File: config.mk
export PLATFORM = sky130hd
export DESIGN_NAME = app_ui_keypad
export DESIGN_NICKNAME = d
export VERILOG_FILES = /design/src/rtl/app_ui_pkg.sv /design/src/rtl/app_ui_debounce.sv /design/src/rtl/app_ui_keypad.sv
export SDC_FILE = /design/constraint.sdc
export NUM_CORES = 1
export LEC_CHECK = 0
export ABC_AREA = 1
export ABC_CLOCK_PERIOD_IN_PS = 4300
export CAP_MARGIN = 10
export CORE_MARGIN = 5
export CORE_UTILIZATION = 40
export DETAILED_ROUTE_END_ITERATION = 10
export PLACE_DENSITY = 0.63
export SLEW_MARGIN = 20
export SYNTH_ARGS = -nofsm -noshare
export SYNTH_HDL_FRONTEND = slang
export SYNTH_SLANG_ARGS = --single-unit
File: constraint.sdc
create_clock -name clock -period 4.3 [get_ports clock]
set_clock_uncertainty 0.2 [all_clocks]
set_input_delay 0.86 -clock clock [delete_from_list [all_inputs] [get_ports clock]]
set_output_delay 0.86 -clock clock [all_outputs]
set_load 0.02 [all_outputs]
File: src/rtl/app_ui_pkg.sv
// Shared types and helpers for the push-button/switch UI block.
package app_ui_pkg;

    typedef struct packed {
        logic held;
        logic press;
        logic released;
    } key_evt_t;

    localparam int SYNC_STAGES = 2;

    function automatic int debounce_width(input int cycles);
        return (cycles < 1) ? 1 : $clog2(cycles + 1);
    endfunction

endpackage

File: src/rtl/app_ui_debounce.sv
// One key: pin synchroniser, counter debounce, registered held/press/release events.
// Latency: SYNC_STAGES + DEBOUNCE_CYCLES cycles from pin edge to held/pulse; no backpressure.
// Auto-repeat press pulses only when APP_UI_AUTOREPEAT_EN is defined.
module app_ui_debounce
    import app_ui_pkg::*;
#(
    parameter int DEBOUNCE_CYCLES = 50000,
    parameter int REPEAT_DELAY    = 25000000,
    parameter int REPEAT_PERIOD   = 5000000
) (
    input  logic     clock,
    input  logic     reset_n,
    input  logic     key_n,
    output key_evt_t evt
);

    localparam int            CW       = debounce_width(DEBOUNCE_CYCLES);
    localparam logic [CW-1:0] CNT_LAST = CW'(DEBOUNCE_CYCLES - 1);

    logic [SYNC_STAGES-1:0] sync;
    logic                   stable;
    logic [CW-1:0]          cnt;
    logic                   raw;

    assign raw = sync[SYNC_STAGES-1];

`ifdef APP_UI_AUTOREPEAT_EN
    localparam int            RMAX    = (REPEAT_DELAY > REPEAT_PERIOD) ? REPEAT_DELAY : REPEAT_PERIOD;
    localparam int            RW      = debounce_width(RMAX);
    localparam logic [RW-1:0] RD_LAST = RW'(REPEAT_DELAY - 1);
    localparam logic [RW-1:0] RP_LAST = RW'(REPEAT_PERIOD - 1);

    logic [RW-1:0] rcnt;
    logic          rphase;
`endif

    always_ff @(posedge clock or negedge reset_n) begin
        if (!reset_n) begin
            sync   <= '1;
            stable <= 1'b1;
            cnt    <= '0;
            evt    <= '0;
`ifdef APP_UI_AUTOREPEAT_EN
            rcnt   <= '0;
            rphase <= 1'b0;
`endif
        end else begin
            sync         <= {sync[SYNC_STAGES-2:0], key_n};
            evt.press    <= 1'b0;
            evt.released <= 1'b0;

            if (raw == stable) begin
                cnt <= '0;
            end else if (cnt == CNT_LAST) begin
                stable       <= raw;
                cnt          <= '0;
                evt.held     <= ~raw;
                evt.press    <= ~raw;
                evt.released <= raw;
            end else if (cnt != '1) begin
                cnt <= cnt + 1'b1;
            end

`ifdef APP_UI_AUTOREPEAT_EN
            // An accepted transition restarts the schedule and wins over a coincident repeat.
            if (raw != stable && cnt == CNT_LAST) begin
                rcnt   <= '0;
                rphase <= 1'b0;
            end else if (!stable) begin
                if (rcnt == (rphase ? RP_LAST : RD_LAST)) begin
                    rcnt      <= '0;
                    rphase    <= 1'b1;
                    evt.press <= 1'b1;
                end else begin
                    rcnt <= rcnt + 1'b1;
                end
            end
`endif
        end
    end

endmodule

File: src/rtl/app_ui_keypad.sv
// N-key debounced keypad with switch capture per press and per-key toggle flags.
// Latency: 2 (reset release) / 2 + DEBOUNCE_CYCLES from pin edge to pulse; no backpressure.
// Build option APP_UI_AUTOREPEAT_EN adds held-key auto-repeat press pulses.
module app_ui_keypad
    import app_ui_pkg::*;
#(
    parameter int N_KEYS          = 2,
    parameter int SW_W            = 4,
    parameter int DEBOUNCE_CYCLES = 50000,
    parameter int RESET_VALUE     = 11,
    parameter int REPEAT_DELAY    = 25000000,
    parameter int REPEAT_PERIOD   = 5000000
) (
    input  logic                   clock,
    input  logic                   reset_n,
    input  logic [N_KEYS-1:0]      key_n,
    input  logic [SW_W-1:0]        sw,
    output logic [N_KEYS-1:0]      key_held,
    output logic [N_KEYS-1:0]      key_press,
    output logic [N_KEYS-1:0]      key_release,
    output logic [N_KEYS-1:0]      key_toggle,
    output logic [N_KEYS*SW_W-1:0] key_value
);

    localparam logic [SW_W-1:0] RST_SLOT = SW_W'(RESET_VALUE);

    logic [1:0]                       rst_pipe;
    logic                             rst_n_int;
    logic [SYNC_STAGES-1:0][SW_W-1:0] sw_sync;
    key_evt_t                         evt [N_KEYS];

    // Reset asserts asynchronously but releases on a clock edge.
    always_ff @(posedge clock or negedge reset_n) begin
        if (!reset_n) rst_pipe <= '0;
        else          rst_pipe <= {rst_pipe[0], 1'b1};
    end
    assign rst_n_int = rst_pipe[1];

    for (genvar k = 0; k < N_KEYS; k++) begin : g_key
        app_ui_debounce #(
            .DEBOUNCE_CYCLES (DEBOUNCE_CYCLES),
            .REPEAT_DELAY    (REPEAT_DELAY),
            .REPEAT_PERIOD   (REPEAT_PERIOD)
        ) u_deb (
            .clock   (clock),
            .reset_n (rst_n_int),
            .key_n   (key_n[k]),
            .evt     (evt[k])
        );
        assign key_held[k]    = evt[k].held;
        assign key_press[k]   = evt[k].press;
        assign key_release[k] = evt[k].released;
    end

    always_ff @(posedge clock or negedge rst_n_int) begin
        if (!rst_n_int) begin
            sw_sync    <= '0;
            key_toggle <= '0;
            for (int k = 0; k < N_KEYS; k++) key_value[k*SW_W +: SW_W] <= RST_SLOT;
        end else begin
            sw_sync <= {sw_sync[SYNC_STAGES-2:0], sw};
            for (int k = 0; k < N_KEYS; k++) begin
                if (key_press[k]) begin
                    key_value[k*SW_W +: SW_W] <= sw_sync[SYNC_STAGES-1];
                    key_toggle[k]             <= ~key_toggle[k];
                end
            end
        end
    end

endmodule
* Word level (Yosys, flattened, before mapping)
Cells that the tools add are included.
W data, S select, Z words.
** Storage, ports and cells
- Word-level logic and storage cells :: 47
- Flip-flop bits (word level) :: 64
- Output and inout bits :: 16
- Bits of input ports :: 8
** Cells by class
- Multiplexer cells :: 10
- Reduce and logical (&&, ||, !) cells :: 4
- Equality and inequality tests :: 6
- Add/subtract/negate cells :: 2
- Bitwise operators :: 6
** Operators by type and width (number)
- $mux W16 :: 6
- $add A16 B1 Y16 const B :: 2
- $eq A16 B16 Y1 const B :: 2
- $ne A16 B16 Y1 const B :: 2
- $mux W2 :: 4
- $not A1 Y1 :: 6
- $reduce_bool A3 Y1 :: 2
- $reduce_and A2 Y1 :: 2
- $eq A1 B1 Y1 :: 2

* Depth between registers and ports, before layout
- Word-level depth :: 4
- Gate-level depth with buffers :: 8
- Depth with buffers taken out :: 8

* Hierarchy
Synthesis repeated with hierarchy kept, for this count alone.
** Second synthesis, totals
- Cells, all modules :: 391
- Area total of the unflattened synthesis :: 3256.9 µm²
** By module, submodules not included
- app_ui_debounce :: cells an instance 168, seq. area each 554.3 µm², area each 1308.8 µm², times used 2
- app_ui_keypad :: cells an instance 55, seq. area each 508.0 µm², area each 639.4 µm², times used 1

* Worst setup path before layout
OpenSTA, ideal clock, no wires.
- Kind :: reg2out
- From :: register key_value[0]
- To :: output port key_value[0]
- Data arrival time :: 0.561 ns
- Required time :: 3.240 ns
- Path buffers :: 0
- Path slack :: 2.679 ns
- Stages on the path, launching flop included :: 1
- Path through :: dfstp_2
** RTL lines
- start, declared :: line app_ui_keypad.sv:22 : output logic [N_KEYS*SW_W-1:0] key_value
- start signal, assigned by index :: line app_ui_keypad.sv:64 : key_value[k*SW_W +: SW_W] <= sw_sync[SYNC_STAGES-1];
No word-level cell between the ends.

* Final worst setup path
- From :: register g_key[1].u_deb.evt[1] (netlist name)
- To :: output port key_press[1]
** RTL lines
- end, declared :: line app_ui_keypad.sv:19 : output logic [N_KEYS-1:0] key_press,
No word-level cell between the ends.

==> metrics.md <==
| Metric | Value |
|---|---|
| Status | `completed` |
| Routability cong. | `0.849` |
| TritonCTS Buffers | `9` |
| Setup TNS | `0 ps` |
| Grt total ovfl | `0` |
| Sw Share | `0.238` |
| CP Max Fanout | `6` |
| Min-delay src | `sw_sync[2]` |
| FP Rows | `33` |
| Cell area after synthesis | `3280 sq um` |
| Clk Latency, worst-skew pair | `340 ps` |
| CTS root buf | `clkbuf_8` |
| Routed WL | `6780 microns` |
| Yosys top cell by area | `dfrtp_1` |
| Sw power | `0.280 mW` |
| First-pass GRT wire length | `11800 microns` |
| Min Tclk post-route | `2560 ps` |
| H-Tree Depth | `3` |
| Initial antenna violation count | `0` |
| Max clock buf depth | `2` |
| Layout cells sized above 1 | `0.217` |
| Core ar. | `8090 sq um` |
| Final Cycle Share | `0.595` |
| Pre-CTS setup slack | `2090 ps` |
| Comb pwr share | `0.033` |
| Drt drc | `0` |
| Antenna-violating nets left | `0` |
| Vias | `2560` |
| RSZ-0062 raised after global routing | `false` |
| Worst Max-Slew Pin Slew | `760 ps` |
| Reg2Reg Setup Slack | `2370 ps` |
| Reg-to-reg endpoint | `g_key[1].u_deb.cnt[3]` |
| CP startpoint kind | `register` |
| Crit-path max cell delay | `660 ps` |
| Worst reg2reg path depth | `6` |
| Ys flop type | `dfrtp_1` |
| GRT Util Overall | `0.149` |
| Final setup margin | `1740 ps` |
| FF-to-FF Start | `g_key[1].u_deb.sync[1]` |
| Worst EP arrival | `1500 ps` |
| Async SR Flop Fraction | `1.00` |
| Post-CTS sizing | `0` |
| Postcts setup bufs | `0` |
| Min-delay worst type | `register to register` |
| Die area | `10100 sq um` |
| Relative slew slack | `0.493` |
| Flops & latches, synth | `64` |
| Synth cell count leaders | `93 x nand2_1, 52 x dfrtp_1, 43 x nor2_1` |
| Syn Nets | `382` |
| WL/cell | `13.2 microns` |
| WP buf/inv | `1` |
| Most frequent cell after synthesis | `nand2_1` |
| Delay-heaviest family, CP | `buffers and inverters` |
| Number of global-route vias before repair | `2491` |
| Synth area leaders | `dfrtp_1 40%, nand2_1 11%, dfstp_2 9.6%` |
| Crit path capture type | `output pin` |
| Post-synth top area share | `0.396` |
| Via-per-instance ratio | `4.97` |
| Yosys warnings | `0` |
| # hold bufs at CTS | `0` |
| Starting DRT DRC Count | `130` |
| Pleak | `1.80 nW` |
| Reg clk slew, reported paths | `70 ps` |
| Peak supply drop | `0.151 mV` |
| TritonCTS clock tree | `yes` |
| Initial Util | `0.406` |
| Design area | `3840 sq um` |
| Data required, critical path | `3240 ps` |
| Area growth, synth to finish | `17.0%` |
| Synthesized instance count | `372` |
| Number of I/O port buffers | `23` |
| Max Cap Viol | `0` |
| Clk sink count | `64` |
| Max Clock Freq | `391 MHz` |
| # setup viols final | `0` |
| Final Power | `1.18 mW` |
| Hold Fails Final Rpt | `0` |
| Syn Area/Cell | `8.82 sq um` |
| Seq/Total Area, Yosys | `0.493` |
| Cell count of the worst hold path | `0` |
| Worst Hold Path EP | `sw_sync[6]` |
| NumNets Final | `415` |
| Crit-path slowest cell | `clkdlybuf4s50_1` |
| Hold Slack | `153 ps` |
| Antenna diodes | `0` |
| Chip Height | `101 microns` |
| Critical path class | `register to output pin` |
| CP cell instances | `clkdlybuf4s50_1` |
| P_int | `0.898 mW` |
| Part of the power in registers | `0.528` |
| Largest net degree at the start of global routing | `63` |
| Clk pwr share | `0.439` |
| Pins Over Slew Limit | `0` |
| DP HPWL | `4870 microns` |
| Die Wd | `101 microns` |
| P per Cell Area | `307 nW/um^2` |
| Layout fillers | `808` |
| Top Ports | `24` |
| EDFF count, synth | `0` |
| Drt pass-1 iters | `4` |
| Area after DPL | `3640 sq um` |
| Netlist cell types | `37` |
-- sequential cells by signal, summed over array words and instances, names as in the netlist --
signal / count
rst_pipe: 2
g_key.u_deb.evt: 6
g_key.u_deb.stable: 2
sw_sync: 8
key_toggle: 2
key_value: 8
g_key.u_deb.sync: 4
g_key.u_deb.cnt: 32
-- routing by layer --
layer  vias to the layer above  global-route usage  part of all wire
met5                         -                   0                 0
met4                         0              0.0653            0.0096
met3                         4              0.0298             0.039
met2                        42               0.212              0.45
met1                      1228               0.218              0.50
li1                       1286                   -                 -
-- worst max-delay path by stage --
stage | cells past startpoint | start | to
6_report | 1 | g_key[1].u_deb.evt[1] | key_press[1]
5_1_grt | 1 | g_key[1].u_deb.evt[1] | key_press[1]
4_1_cts | 1 | g_key[1].u_deb.evt[1] | key_press[1]
3_5_place_dp | 1 | g_key[1].u_deb.evt[1] | key_press[1]
3_3_place_gp | 1 | g_key[1].u_deb.evt[1] | key_press[1]
2_1_floorplan | 0 | rst_pipe[1] | g_key[0].u_deb.cnt[0]
-- layout by cell type (no fill, tap or decap), types with 2 or more instances in the layout --
cell / n
inv_1: 26
clkinvlp_4: 2
nand2_2: 12
o21ai_2: 2
dfrtp_1: 51
nand2_1: 93
xor2_1: 5
o21bai_1: 7
nand3_2: 2
inv_2: 11
nor2_8: 2
nor2_2: 6
ha_1: 2
o31ai_1: 3
nor2_1: 43
o21ai_1: 13
or2_2: 2
nand4_1: 17
mux2_2: 8
nand4_4: 2
nor2_4: 7
clkinv_4: 3
nand3_1: 28
clkdlybuf4s50_1: 23
or2_1: 2
dfstp_2: 12
clkbuf_8: 9
nor3_1: 2
-- final cells by class --
class	count	area, sq um	share of cell area
inverter	38	145	0.0378
sequential	64	1620	0.421
clock inverter	6	71.3	0.0186
timing repair buffer	24	238	0.0619
multi-input combinational	268	1510	0.393
tap	105	131	0.0342
clock buffer	10	128	0.0332
-- stage by stage --
| step | cells | util |
|---|---|---|
| CTS | 515 | 0.474 |
| floorplan | 372 | - |
| global route | 515 | 0.474 |
| global placement | 499 | 0.450 |
| finish | 515 | 0.474 |
| detailed placement | 499 | 0.450 |
-- power groups by stage --
stage	registers, mW	clock network (mW)	logic (mW)
floorplan	0.640	0	0.0175
global placement	0.633	0	0.0393
detailed placement	0.633	0	0.0400
CTS	0.622	0.537	0.0404
global route	0.624	0.559	0.0451
finish	0.622	0.517	0.0385
-- kinds of logic after synthesis --
family / count (synthesis) / synth area share
multiplexers: 8 / 0.0275
flip-flops: 64 / 0.493
XOR/XNOR: 5 / 0.0133
adder cells (fa/ha/maj): 2 / 0.00762
other: 1 / 0.00114
buffers and inverters: 40 / 0.0480
AO/OA/AOI/OAI: 29 / 0.0568
AND/OR/NAND/NOR: 223 / 0.353
(Power assumes the default switching activity.)
